==> src/rtl/xbus_dma_master.sv <==
// X-bus DMA master: copies LEN 32-bit words from SRC to DST, issuing one read
// and then one write transaction per word over the XDREQ/XRD/XWR/XDACK handshake.
// Each request state is preceded by a gap state, so XDREQ is low for at least
// one cycle between transactions. HLT stretches the gap states only.
// All outputs come straight from flops.
//
// Optional feature: define XBUS_TIMEOUT_EN to abort a request that sees no
// XDACK within TMO_CYCLES cycles. The abort sets the sticky ERR flag and ends
// the copy with a DONE pulse. Without the macro, a request waits indefinitely
// for XDACK and ERR is tied low.

module xbus_dma_master #(
  parameter int unsigned LENW       = 16,
  parameter int unsigned TMO_CYCLES = 255
) (
  input  logic            CLK,
  input  logic            RES,
  input  logic            HLT,
  input  logic            START,
  input  logic [31:0]     SRC,
  input  logic [31:0]     DST,
  input  logic [LENW-1:0] LEN,
  output logic            BUSY,
  output logic            DONE,
  output logic            ERR,
  output logic [LENW-1:0] COUNT,
  output logic            XDREQ,
  output logic            XRD,
  output logic            XWR,
  output logic [3:0]      XBE,
  output logic [31:0]     XADDR,
  output logic [31:0]     XATAO,
  input  logic [31:0]     XATAI,
  input  logic            XDACK
);

  localparam logic [2:0] StIdle = 3'd0;
  localparam logic [2:0] StRgap = 3'd1;
  localparam logic [2:0] StRreq = 3'd2;
  localparam logic [2:0] StWgap = 3'd3;
  localparam logic [2:0] StWreq = 3'd4;
  localparam logic [2:0] StFin  = 3'd5;

  // A zero timeout would abort every request before the responder could answer.
  if (TMO_CYCLES == 0) begin : g_bad_tmo
    $error("TMO_CYCLES must be nonzero");
  end

  logic [2:0]      state_q, state_d;
  logic [31:0]     src_q, src_d;
  logic [31:0]     dst_q, dst_d;
  logic [31:0]     buf_q, buf_d;
  logic [LENW-1:0] count_q, count_d;
  logic            busy_q, busy_d;
  logic            done_q, done_d;
  logic            xdreq_q, xdreq_d;
  logic            xrd_q, xrd_d;
  logic            xwr_q, xwr_d;
  logic [3:0]      xbe_q, xbe_d;
  logic [31:0]     xaddr_q, xaddr_d;
  logic [31:0]     xatao_q, xatao_d;

`ifdef XBUS_TIMEOUT_EN
  localparam int unsigned TmoW =
      ($clog2(TMO_CYCLES + 1) > 8) ? $clog2(TMO_CYCLES + 1) : 8;
  localparam logic [TmoW-1:0] TmoLast = TmoW'(TMO_CYCLES - 1);

  logic [TmoW-1:0] tmo_q, tmo_d;
  logic            err_q, err_d;
  logic            tmo_hit;

  // The abort fires on the edge where the counter would reach TMO_CYCLES.
  assign tmo_hit = (tmo_q == TmoLast);
`endif

  // Next-state logic for the copy sequencer and its registered outputs.
  always_comb begin
    state_d = state_q;
    src_d   = src_q;
    dst_d   = dst_q;
    buf_d   = buf_q;
    count_d = count_q;
    busy_d  = busy_q;
    done_d  = 1'b0;
`ifdef XBUS_TIMEOUT_EN
    err_d   = err_q;
    tmo_d   = '0;
`endif

    case (state_q)
      StIdle: begin
        if (START) begin
          src_d   = SRC & 32'hFFFF_FFFC;
          dst_d   = DST & 32'hFFFF_FFFC;
          count_d = LEN;
          busy_d  = 1'b1;
`ifdef XBUS_TIMEOUT_EN
          err_d   = 1'b0;
`endif
          state_d = (LEN == '0) ? StFin : StRgap;
        end
      end

      StRgap: begin
        if (!HLT) state_d = StRreq;
      end

      StRreq: begin
        if (XDACK) begin
          buf_d   = XATAI;
          state_d = StWgap;
        end
`ifdef XBUS_TIMEOUT_EN
        else if (tmo_hit) begin
          err_d   = 1'b1;
          done_d  = 1'b1;
          busy_d  = 1'b0;
          state_d = StFin;
        end else begin
          tmo_d = tmo_q + 1'b1;
        end
`endif
      end

      StWgap: begin
        if (!HLT) state_d = StWreq;
      end

      StWreq: begin
        if (XDACK) begin
          src_d   = src_q + 32'd4;
          dst_d   = dst_q + 32'd4;
          count_d = count_q - 1'b1;
          if (count_q == LENW'(1)) begin
            // Last word: DONE rises together with the entry into FIN.
            done_d  = 1'b1;
            busy_d  = 1'b0;
            state_d = StFin;
          end else begin
            state_d = StRgap;
          end
        end
`ifdef XBUS_TIMEOUT_EN
        else if (tmo_hit) begin
          err_d   = 1'b1;
          done_d  = 1'b1;
          busy_d  = 1'b0;
          state_d = StFin;
        end else begin
          tmo_d = tmo_q + 1'b1;
        end
`endif
      end

      StFin: begin
        // Bus exits arrive with DONE already pulsing; a zero-length copy
        // issues its pulse here, one cycle after BUSY rose.
        if (done_q) begin
          state_d = StIdle;
        end else begin
          done_d = 1'b1;
          busy_d = 1'b0;
        end
      end

      default: state_d = StIdle;
    endcase

    xdreq_d = (state_d == StRreq) || (state_d == StWreq);
    xrd_d   = (state_d == StRreq);
    xwr_d   = (state_d == StWreq);
    xbe_d   = xdreq_d ? 4'hF : 4'h0;
    xaddr_d = xrd_d ? src_d : (xwr_d ? dst_d : 32'h0);
    xatao_d = xwr_d ? buf_d : 32'h0;
  end

  // State, address/data registers and output flops.
  always_ff @(posedge CLK or negedge RES) begin
    if (!RES) begin
      state_q <= StIdle;
      src_q   <= '0;
      dst_q   <= '0;
      buf_q   <= '0;
      count_q <= '0;
      busy_q  <= 1'b0;
      done_q  <= 1'b0;
      xdreq_q <= 1'b0;
      xrd_q   <= 1'b0;
      xwr_q   <= 1'b0;
      xbe_q   <= '0;
      xaddr_q <= '0;
      xatao_q <= '0;
    end else begin
      state_q <= state_d;
      src_q   <= src_d;
      dst_q   <= dst_d;
      buf_q   <= buf_d;
      count_q <= count_d;
      busy_q  <= busy_d;
      done_q  <= done_d;
      xdreq_q <= xdreq_d;
      xrd_q   <= xrd_d;
      xwr_q   <= xwr_d;
      xbe_q   <= xbe_d;
      xaddr_q <= xaddr_d;
      xatao_q <= xatao_d;
    end
  end

`ifdef XBUS_TIMEOUT_EN
  // Acknowledge timeout counter and sticky error flag.
  always_ff @(posedge CLK or negedge RES) begin
    if (!RES) begin
      tmo_q <= '0;
      err_q <= 1'b0;
    end else begin
      tmo_q <= tmo_d;
      err_q <= err_d;
    end
  end

  assign ERR = err_q;
`else
  assign ERR = 1'b0;
`endif

  assign BUSY  = busy_q;
  assign DONE  = done_q;
  assign COUNT = count_q;
  assign XDREQ = xdreq_q;
  assign XRD   = xrd_q;
  assign XWR   = xwr_q;
  assign XBE   = xbe_q;
  assign XADDR = xaddr_q;
  assign XATAO = xatao_q;

endmodule

==> config.mk <==
export PLATFORM = sky130hd
export DESIGN_NAME = xbus_dma_master
export DESIGN_NICKNAME = d
export VERILOG_FILES = /design/src/rtl/xbus_dma_master.sv
export SDC_FILE = /design/constraint.sdc
export NUM_CORES = 1
export LEC_CHECK = 0
export BUFFER_PORTS_ARGS = -buffer_cell sky130_fd_sc_hd__buf_2
export CAP_MARGIN = 30
export CORE_ASPECT_RATIO = 1.1
export CORE_MARGIN = 10
export CORE_UTILIZATION = 40
export CTS_CLUSTER_SIZE = 24
export DETAILED_ROUTE_END_ITERATION = 7
export SLEW_MARGIN = 20
export SYNTH_ARGS = -nofsm -noshare
export SYNTH_HDL_FRONTEND = slang
export SYNTH_SLANG_ARGS = --single-unit
export TNS_END_PERCENT = 1
==> constraint.sdc <==
create_clock -name CLK -period 6 [get_ports CLK]
set_clock_uncertainty 0.05 [all_clocks]
set_input_delay 0.9 -clock CLK [delete_from_list [all_inputs] [get_ports CLK]]
set_output_delay 0.9 -clock CLK [all_outputs]
set_load 0.01 [all_outputs]
Word level (Yosys, flattened, before mapping). Cells that the tools add are included.

Reductions and logical operators: 7. Add/sub/neg operators: 3. Eq/ne operators: 12. Muxes and demuxes: 33.

Operators by type and width (number): two-way mux 32 bit (9); case mux 32 bit (2 select lines) (2); adder 32 x 3 -> 32 bit, second input constant (2); two-way mux 16 bit (2); case mux 16 bit (2 select lines) (1); two-way mux 3 bit (8); case mux 3 bit (6 select lines) (1); equality test 16 x 1 -> 1 bit, second input constant (1); zero test 16 bit (1); subtractor 16 x 1 -> 16 bit, second input constant (1); equality test 3 x 2 -> 1 bit, second input constant (3); equality test 3 bit, second input constant (3); inequality test 2 bit, second input constant (4); two-way mux 1 bit (7); AND reduction 5 bit (1); two-way mux 4 bit (1); equality test 3 x 1 -> 1 bit, second input constant (1); zero test 3 bit (1); case mux 1 bit (3 select lines) (1); AND reduction 3 bit (1); nonzero test 3 bit (1); case mux 1 bit (2 select lines) (1); nonzero test 2 bit (1); logical OR 1 bit (1).

Input bits: 117. Word-level logic and storage cells: 68. Bits in registers: 188. Output and inout bits: 90.

Logic depth before layout (Yosys ltp). Gate-level depths: netlist of run 1.

Depth in word-level cells: 7. Gate-level depth with buffers: 9. Depth with buffers taken out: 7.

Least setup slack after synthesis of run 1. Ideal clock, no wire load.

Path type: input-to-reg. From: input port XDACK. To: register xaddr_q[23] (netlist: XADDR[23]). Buffers on the path: 0. Required time: 5.818 ns. Stages on the path: 6. Arrival time: 2.071 ns. Path slack: 3.748 ns. Library setup time: 0.132 ns. Cells stage by stage: nand4_2 > nor4_4 > nand2_1 > mux2_1 > a21o_1 > o2bb2ai_1.

Elaborated cells on any way between the ends: 11. Those cells by class: eq/ne: 2; mux: 9.

RTL lines: start: declaration (RTL line 34) `input logic XDACK`; two-way mux 32 bit (RTL line 130) `if (XDACK) begin`; case mux 32 bit (2 select lines) (RTL line 90) `case (state_q)`; named net dst_d[23] (RTL line 51) `logic [31:0] dst_q, dst_d;`; two-way mux 32 bit (2 in a row) (RTL line 173) `xaddr_d = xrd_d ? src_d : (xwr_d ? dst_d : 32'h0);`; named net xaddr_d[23] (RTL line 60) `logic [31:0] xaddr_q, xaddr_d;`; end signal: assignment (RTL line 205) `xaddr_q <= xaddr_d;`; end: declaration (RTL line 60).

The timed path passes the listed nets, and every way through them passes these cells. A chain may end at the register's enable or synchronous reset.

Final worst setup path of run 1.
From: register state_q[1]. To: register xaddr_q[14] (netlist: XADDR[14]).

Elaborated cells on any way between the ends: 19. Those cells by class: eq/ne: 7; mux: 11; reduce/logical: 1.

RTL lines: start: declaration (RTL line 49) `logic [2:0] state_q, state_d;`; start signal: assignment (RTL line 180) `state_q <= StIdle;`; start signal: assignment (RTL line 194) `state_q <= state_d;`; equality test 3 bit / zero test 3 bit (equally long branches) (RTL line 90); case mux 32 bit (2 select lines) (*) (RTL line 90); named net dst_d[14] (RTL line 51); two-way mux 32 bit (*) (2 in a row) (RTL line 173); named net xaddr_d[14] (RTL line 60).

The timed path passes the listed nets; every way through them passes the cells marked *.

==> impl_metrics.json, run 1 <==
{
  "outcome": "finished clean",
  "cp.depth": 7,
  "hpwl_um": 18800,
  "area_growth_pct": 21.4,
  "cts.sinks": 184,
  "drive_above_1_share_pct": 30.0,
  "finalHoldViolations": 0,
  "cts_root_buf": "clkbuf_16",
  "maxCapViolations": 0,
  "path_cells": "nor2_4 > nand3_2 > buf_4 > nand2_1 > o21ai_0 > a221o_1 > a22o_1",
  "r2r_end": "XADDR[14]$_DFF_PN0_",
  "h-tree-depth": 4,
  "avgRoutedWirePerCell_um": 20.5,
  "dieArea_um2": 28300,
  "hold_class": "input pin to asynchronous set/reset pin",
  "finalWorstSetupSlack_ps": 2950,
  "grt_pass1_vias": 7277,
  "postSynth.asyncResetShare_pct": 100,
  "setup.worst_path.end_class": "register",
  "grtUsageTotal_pct": 18.7,
  "synth-main-ff-cell": "dfrtp_1",
  "synth_most_common_cell": "dfrtp_1",
  "finalPower_mw": 5.62,
  "p_int_mw": 3.36,
  "synth_nets": 956,
  "leakagePower_nw": 4.98,
  "clk_latency_ps": 430,
  "synth_cells": 835,
  "ys_ff_latch": 184,
  "cts_resized": 0,
  "syn_avg_cell_area_um2": 10.5,
  "port_buffers": 201,
  "routabilityCongestion": 0.837,
  "nets": 1135,
  "start_util_pct": 40.9,
  "preCtsSetupSlack_ps": 3000,
  "coreArea_um2": 21500,
  "min_period_ps": 3050,
  "stdcell_count": 1320,
  "power_frac_comb_pct": 38.5,
  "drtIter0Drc": 561,
  "postRouteAntennaNets": 0,
  "yosys-top-cells-area": "dfrtp_1 52%, mux2_2 4.4%, and2_1 3.1%, nand2_1 2.7%, nor2_1 2.4%",
  "grt_max_degree": 114,
  "clkTransAtPathRegs_ps": 70,
  "startpoint_type": "register",
  "fmax_mhz": 328,
  "synth_top_area_share_pct": 52.3,
  "endpoint": "XADDR[14]$_DFF_PN0_",
  "grt_overflow": 0,
  "final-max-slew-violation-count": 0,
  "placed_area_um2": 9980,
  "vias": 7393,
  "fp.dieW_um": 161,
  "r2r_slack_ps": 2950,
  "peakVddDrop_v": 0.000212,
  "p_seq_share_pct": 38.9,
  "wirelength_um": 27100,
  "worstSetupPathType": "register to register",
  "rr_worst_depth": 7,
  "grt_antenna_before_repair": 5,
  "worst_pin_slew_ps": 759,
  "via_per_inst": 5.60,
  "slew_headroom_pct": 49.2,
  "fin_setup_tns_ps": 0,
  "power.switching_mw": 2.26,
  "powerDensity_nw_per_um2": 526,
  "cpMaxStageDelayCell": "nor2_4",
  "ios": 207,
  "cts_setup_buffers": 0,
  "syn_area_um2": 8800,
  "crit_arrival_ps": 3310,
  "cts_tree": "built",
  "fill_cells": 2069,
  "synth_seq_area_share_pct": 52.3,
  "stdcell_area_um2": 10700,
  "critPathMaxStageDelay_ps": 640,
  "placed_cells": 1284,
  "crit_buf_inv": 1,
  "rr_startpoint": "state_q[1]$_DFF_PN0_",
  "drt_first_pass_iters": 5,
  "die_h_um": 176,
  "synth_top_area_cell": "dfrtp_1",
  "yosysWarningCount": 0,
  "post-route-period-util_pct": 50.8,
  "rows": 56,
  "required_ps": 6260,
  "cts_buffers": 17,
  "grt_pass1_wl_um": 41900,
  "setup_violations": 0,
  "cp_top_family": "simple AND/OR/NAND/NOR gates",
  "crit_start": "state_q[1]$_DFF_PN0_",
  "drc": 0,
  "power_frac_clock_pct": 22.6,
  "holdBufCountCts": 0,
  "clockBufferDepth": 2,
  "cp_max_fo": 36,
  "synth-edff-count": 0,
  "rsz0062_at_grt": "false",
  "switching_share_pct": 40.3,
  "synthDistinctLibCells": 77,
  "ys_top_cells_by_count": "184 x dfrtp_1, 64 x nand2_1, 56 x nor2_1, 43 x and2_1, 42 x o21ai_0"
}
-- sequential cells by signal (all words and copies together) (netlist names), 3 cells and up --
| name | flops |
|---|---|
| dst_q | 32 |
| buf_q | 32 |
| COUNT | 16 |
| src_q | 32 |
| state_q | 3 |
| XADDR | 32 |
| XATAO | 32 |
-- placed cells by master (no fill, tap or decap), types with 5 or more instances in the layout --
cell       instances
a21oi_1           36
a22o_1            14
a22oi_1           26
a31oi_1            8
and2_1            43
and3_1            12
and4_1             8
buf_2            200
buf_4             12
clkbuf_16         17
dfrtp_1          184
inv_1              7
mux2_2            34
mux2i_1           16
nand2_1           64
nand3_1           35
nand4_1           19
nor2_1            55
nor3_1            15
nor4_1            11
o211ai_1           5
o21ai_0           42
o21ai_1            9
o22ai_1           29
o2bb2ai_1         11
or3_1              6
xor2_1             7
-- metrics by stage --
stage / hold slack, ps / utilization (%)
5_1_grt: 327 / 49.6
6_report: 318 / 49.7
4_1_cts: 438 / 49.5
3_5_place_dp: 420 / 46.4
3_3_place_gp: 415 / 46.3
2_1_floorplan: 400 / -
-- kinds of logic (layout without fill, tap and decap cells) --
logic type               after synthesis  count (layout)  synth area share (%)
AO/OA/AOI/OAI                        226             226                  17.5
XOR/XNOR                              10              10                 0.996
adder cells (fa/ha/maj)                4               4                 0.569
buffers and inverters                 64             256                  4.04
flip-flops                           184             184                  52.3
multiplexers                          51              51                  6.30
other                                  1               4                0.0426
AND/OR/NAND/NOR                      295             295                  18.2
-- per-layer routing --
| metal | share of wire (%) | up-vias | wire length [um] | global-route usage [%] |
|---|---|---|---|---|
| met2 | 48 | 290 | 13000 | 29.9 |
| met4 | 1.3 | 4 | 353 | 4.89 |
| met3 | 7.7 | 24 | 2080 | 5.03 |
| met1 | 43 | 3621 | 11600 | 24.4 |
| met5 | 0.11 | - | 30 | 0 |
| li1 | - | 3454 | - | - |
-- worst min-delay path by stage --
stage                       start             endpoint
3_5_place_dp   dst_q[0]$_DFF_PN0_   dst_q[0]$_DFF_PN0_
4_1_cts        src_q[0]$_DFF_PN0_   src_q[0]$_DFF_PN0_
3_3_place_gp   dst_q[1]$_DFF_PN0_   dst_q[1]$_DFF_PN0_
2_1_floorplan  dst_q[0]$_DFF_PN0_   dst_q[0]$_DFF_PN0_
5_1_grt                       RES  XADDR[10]$_DFF_PN0_
6_report                      RES  XADDR[12]$_DFF_PN0_
-- power groups by stage --
| stage | combinational, mW | clock, mW | sequential [mW] |
|---|---|---|---|
| after detailed placement | 2.18 | 0 | 2.19 |
| after global placement | 2.14 | 0 | 2.18 |
| after CTS | 2.18 | 1.29 | 2.17 |
| after floorplan | 1.47 | 0 | 2.16 |
| final | 2.17 | 1.27 | 2.19 |
| after global routing | 2.41 | 1.34 | 2.26 |
-- area by class of cell --
class	instances	area, um2	share of cell area (%)
Clock buffer	18	439	4.11
Multi-Input combinational cell	587	3860	36.1
Sequential cell	184	4600	43.1
Clock inverter	14	225	2.11
Tap cell	290	363	3.40
Timing Repair Buffer	215	1150	10.8
Antenna cell	3	7.51	0.0703
Inverter	9	33.8	0.316
(Power assumes the default switching activity.)
==> inputs of run 2 (changes only) <==
Clock period 6 ns to 2.6 ns, I/O delays scaled along.
==> run 2 against run 1 <==
Critical path depth increased by 1. Worst hold slack lost 170 ps. Largest cell class unchanged. Register-to-register slack got worse by 2700 ps. Worst setup slack got worse by 2700 ps. Highest routed layer unchanged. Critical endpoint is now XADDR[28]$_DFF_PN0_.
==> impl_metrics.json, run 2 (synthesized netlist as in run 1, its figures left out) <==
{
  "outcome": "finished clean",
  "grt_overflow": 0,
  "grt_pass1_wl_um": 43600,
  "layout_common_cells": "200 x buf_2, 184 x dfrtp_1, 64 x nand2_1",
  "vias": 7463,
  "fill_cells": 2081,
  "rr_startpoint": "dst_q[2]$_DFF_PN0_",
  "avgRoutedWirePerCell_um": 20.5,
  "rr_worst_depth": 8,
  "preCtsSetupSlack_ps": 265,
  "holdPathStages": 2,
  "grtUsageTotal_pct": 19.4,
  "hold_class": "input pin to register",
  "coreArea_um2": 21500,
  "hold-path-endpoint": "buf_q[6]$_DFF_PN0_",
  "crit_arrival_ps": 2630,
  "worstSetupPathType": "register to register",
  "cts.sinks": 184,
  "wirelength_um": 27600,
  "clkTransAtPathRegs_ps": 70,
  "hpwl_um": 20000,
  "path_cells": "ha_1 > nand4_1 > nor4_1 > buf_4 > and3_1 > mux2i_1 > a222oi_1 > o22ai_1",
  "setup_violations": 0,
  "cp_max_fo": 11,
  "start_util_pct": 40.9,
  "grt_max_degree": 62,
  "powerDensity_nw_per_um2": 1190,
  "r2r_end": "XADDR[28]$_DFF_PN0_",
  "h-tree-depth": 4,
  "cts_buffers": 17,
  "min_period_ps": 2370,
  "worst_pin_slew_ps": 520,
  "rows": 56,
  "dieArea_um2": 28300,
  "clk_latency_ps": 430,
  "drc": 0,
  "slew_headroom_pct": 64.8,
  "required_ps": 2860,
  "cts_tree": "built",
  "hp-start": "XATAI[6]",
  "via_per_inst": 5.55,
  "critPathMaxStageDelay_ps": 430,
  "multi_input_area_um2": 3860,
  "cts_setup_buffers": 0,
  "regArea_um2": 4600,
  "grt_pass1_vias": 7688,
  "finalHoldViolations": 0,
  "postRouteAntennaNets": 0,
  "grt_antenna_before_repair": 5,
  "finalWorstSetupSlack_ps": 230,
  "final-max-slew-violation-count": 0,
  "drtIter0Drc": 551,
  "setup.worst_path.end_class": "register",
  "cpMaxStageDelayCell": "dfrtp_1",
  "port_buffers": 201,
  "area_growth_pct": 22.9,
  "post-route-period-util_pct": 91.2,
  "die_h_um": 176,
  "r2r_slack_ps": 230,
  "startpoint_type": "register",
  "peakVddDrop_v": 0.000506,
  "drt_first_pass_iters": 6,
  "final_common_cell": "buf_2",
  "rsz0062_at_grt": "false",
  "fp.dieW_um": 161,
  "ios": 207,
  "clockBufferDepth": 2,
  "fmax_mhz": 422,
  "cts_root_buf": "clkbuf_16",
  "drive_above_1_share_pct": 31.6,
  "nets": 1160,
  "finalPower_mw": 12.9,
  "maxCapViolations": 0,
  "fin_setup_tns_ps": 0,
  "leakagePower_nw": 5.06,
  "routabilityCongestion": 0.894
}
[run 2: changes by cell type in the layout (fill, tap and decap cells not counted)]
cell           delta
clkinvlp_4        +3
bufinv_16         -3
buf_4            +22
buf_16            -1
inv_6             -2
clkinv_2          +2
clkbuf_8          -1
buf_12            +3
clkinv_4          +1
dlygate4sd3_1     +1
[run 2: worst max path at each step]
stage	from	endpoint	slack, ps
floorplan	dst_q[2]$_DFF_PN0_	XADDR[28]$_DFF_PN0_	580
global placement	dst_q[2]$_DFF_PN0_	XADDR[18]$_DFF_PN0_	290
detailed placement	dst_q[2]$_DFF_PN0_	XADDR[18]$_DFF_PN0_	270
CTS	dst_q[2]$_DFF_PN0_	XADDR[18]$_DFF_PN0_	230
global route	dst_q[2]$_DFF_PN0_	XADDR[28]$_DFF_PN0_	0.2
finish	dst_q[2]$_DFF_PN0_	XADDR[28]$_DFF_PN0_	230
[run 2: per-layer routing]
layer	GRT usage, %	up-vias	part of all wire, %
li1	-	3504	-
met1	24.9	3644	43
met2	31.1	272	48
met3	4.49	39	6.7
met4	7.59	4	2.2
met5	0	-	0.10
[run 2: layout make-up]
type                    count  area share (%)
diodes                      3          0.0694
clock buffers              17            3.93
clock inverters            15            1.47
inverters                   9           0.312
multi-input cells         587            35.7
flip-flops and latches    184            42.6
well taps                 290            3.36
repair buffers            240            12.6
[run 2: metrics by stage]
| step | hold slack (ps) | util, % | instance area, um2 | std cells |
|---|---|---|---|---|
| floorplan | 44.4 | - | 8800 | 835 |
| global placement | 347 | 47.5 | 10200 | 1309 |
| detailed placement | 351 | 47.5 | 10200 | 1309 |
| CTS | 125 | 50.2 | 10800 | 1342 |
| global route | 135 | 50.2 | 10800 | 1342 |
| finish | 146 | 50.3 | 10800 | 1345 |
[run 2: repair_timing]
action                                 4_1_cts  5_1_grt
hold buffers                                 1        0
resized for setup                            0        0
setup endpoints to repair                    0        0
endpoints found under the hold margin       52        0
[run 2: where the power goes]
group / internal [mW] / leakage (nW) / switching, mW
clock network: 1.36 / 0.280 / 1.22
logic: 2.22 / 2.47 / 3.07
registers: 4.02 / 2.31 / 0.986
[run 2: worst max-delay path, delay by kind of cell, from the launching register on]
family / cells / cell delay, ps
mux: 1 / 90
simple gates: 3 / 740
buf+inv: 1 / 250
flops: 1 / 430
compound gates: 2 / 440
fa+ha+maj: 1 / 240
==> inputs of run 3 (changes only) <==
Settings changed: CORE_UTILIZATION 40 to 45, PLACE_DENSITY from default to 0.71.
==> run 3 against run 2 <==
Power grew 0.56%. First-iteration DRC count grew 16%. Utilization grew 6.1 points. Cell count shrank 3.3%. Combinational power shrank 0.8%. Register-to-register slack lost 60 ps. Cell area is essentially flat. Wire length shrank 4.0%. Maximum frequency shrank 2.5%. Sequential power grew 1%. Critical path depth grew 1. Largest cell class unchanged.
==> impl_metrics.json, run 3 (synthesized netlist as in run 1, its figures left out) <==
{
  "start_util_pct": 45.9,
  "rr_startpoint": "dst_q[2]$_DFF_PN0_",
  "cts_buffers": 17,
  "h-tree-depth": 4,
  "drive_above_1_share_pct": 31.6,
  "drc": 0,
  "preCtsSetupSlack_ps": 130,
  "routabilityCongestion": 0.930,
  "layout_common_cells": "200 x buf_2, 184 x dfrtp_1, 64 x nand2_1",
  "grt_pass1_wl_um": 41600,
  "setup.worst_path.end_class": "register",
  "grt_max_degree": 54,
  "peakVddDrop_v": 0.000639,
  "clk_latency_ps": 440,
  "startpoint_type": "register",
  "wirelength_um": 26500,
  "cts.sinks": 184,
  "grt_antenna_before_repair": 3,
  "fin_setup_tns_ps": 0,
  "clkTransAtPathRegs_ps": 80,
  "drt_first_pass_iters": 5,
  "coreArea_um2": 19200,
  "via_per_inst": 5.90,
  "worst_pin_slew_ps": 539,
  "worstSetupPathType": "register to register",
  "area_growth_pct": 22.8,
  "min_period_ps": 2430,
  "holdPathStages": 2,
  "nets": 1159,
  "grt_pass1_vias": 7528,
  "hp-start": "XATAI[14]",
  "port_buffers": 201,
  "rows": 53,
  "powerDensity_nw_per_um2": 1200,
  "required_ps": 2860,
  "cp_max_fo": 11,
  "post-route-period-util_pct": 93.5,
  "dieArea_um2": 25500,
  "rsz0062_at_grt": "false",
  "die_h_um": 167,
  "r2r_end": "XADDR[28]$_DFF_PN0_",
  "postRouteAntennaNets": 0,
  "crit_arrival_ps": 2690,
  "drtIter0Drc": 638,
  "finalWorstSetupSlack_ps": 169,
  "grt_overflow": 0,
  "clockBufferDepth": 2,
  "outcome": "finished clean",
  "avgRoutedWirePerCell_um": 20.4,
  "cts_root_buf": "clkbuf_16",
  "fmax_mhz": 411,
  "r2r_slack_ps": 170,
  "grtUsageTotal_pct": 20.2,
  "setup_violations": 0,
  "hold_class": "input pin to register",
  "vias": 7671,
  "leakagePower_nw": 5.07,
  "maxCapViolations": 0,
  "ios": 207,
  "final-max-slew-violation-count": 0,
  "finalHoldViolations": 0,
  "cts_tree": "built",
  "hpwl_um": 19300,
  "slew_headroom_pct": 63.6,
  "fp.dieW_um": 153,
  "rr_worst_depth": 9,
  "hold-path-endpoint": "buf_q[14]$_DFF_PN0_",
  "final_common_cell": "buf_2"
}
## run 3: how the worst max path moves through the flow
stage / start / to / slack (ps)
final: dst_q[2]$_DFF_PN0_ / XADDR[28]$_DFF_PN0_ / 170
after global routing: dst_q[2]$_DFF_PN0_ / XADDR[28]$_DFF_PN0_ / 40
after CTS: dst_q[2]$_DFF_PN0_ / XADDR[28]$_DFF_PN0_ / 120
after detailed placement: dst_q[2]$_DFF_PN0_ / XADDR[28]$_DFF_PN0_ / 130
after global placement: dst_q[2]$_DFF_PN0_ / XADDR[28]$_DFF_PN0_ / 190
after floorplan: dst_q[2]$_DFF_PN0_ / XADDR[28]$_DFF_PN0_ / 580
## run 3: repair_timing
item / in CTS / in global routing
setup buffers: 0 / 1
endpoints found under the setup margin: 0 / 2
hold buffers: 1 / 0
endpoints found under the hold margin: 49 / 0
resized for setup: 0 / 1
## run 3: per-stage QoR
step           std cells  utilization [%]  area [um2]  total power [mW]  hold slack, ps
2_1_floorplan        835                -        8800              8.38            44.4
3_3_place_gp        1264             53.0       10200              10.1             336
3_5_place_dp        1264             53.0       10200              10.3             332
4_1_cts             1297             56.3       10800              13.0             122
5_1_grt             1298             56.3       10800              13.8             116
6_report            1300             56.4       10800              12.9             136
## run 3: critical path: stages (launching register included)
cell and delay, ps:
dfrtp_1 420, ha_1 240, nand4_1 190, nor4_2 390
buf_4 240, and3_1 180, mux2i_1 80, a222oi_1 260
buf_4 190, o22ai_1 70
## run 3: power by group
group / internal, mW / leakage (nW) / switching (mW)
Combinational: 2.24 / 2.47 / 3.01
Clock: 1.32 / 0.297 / 1.32
Sequential: 4.02 / 2.31 / 1.04
Total: 7.58 / 5.07 / 5.37
## run 3: cell type report
| type | instances | area (um2) |
|---|---|---|
| Fill cell | 1685 | 8360 |
| Clock buffer | 17 | 425 |
| Sequential cell | 184 | 4600 |
| Inverter | 9 | 33.8 |
| Multi-Input combinational cell | 587 | 3860 |
| Tap cell | 247 | 309 |
| Clock inverter | 15 | 198 |
| Timing Repair Buffer | 239 | 1360 |
| Antenna cell | 2 | 5.00 |
## run 3: metal layers
layer,vias to the layer above,GRT usage (%),share of wire (%)
met4,2,8.09,3.1
met2,374,32.1,48
met1,3738,24.4,39
met3,56,6.98,9.5
met5,-,0,0.026
li1,3501,-,-
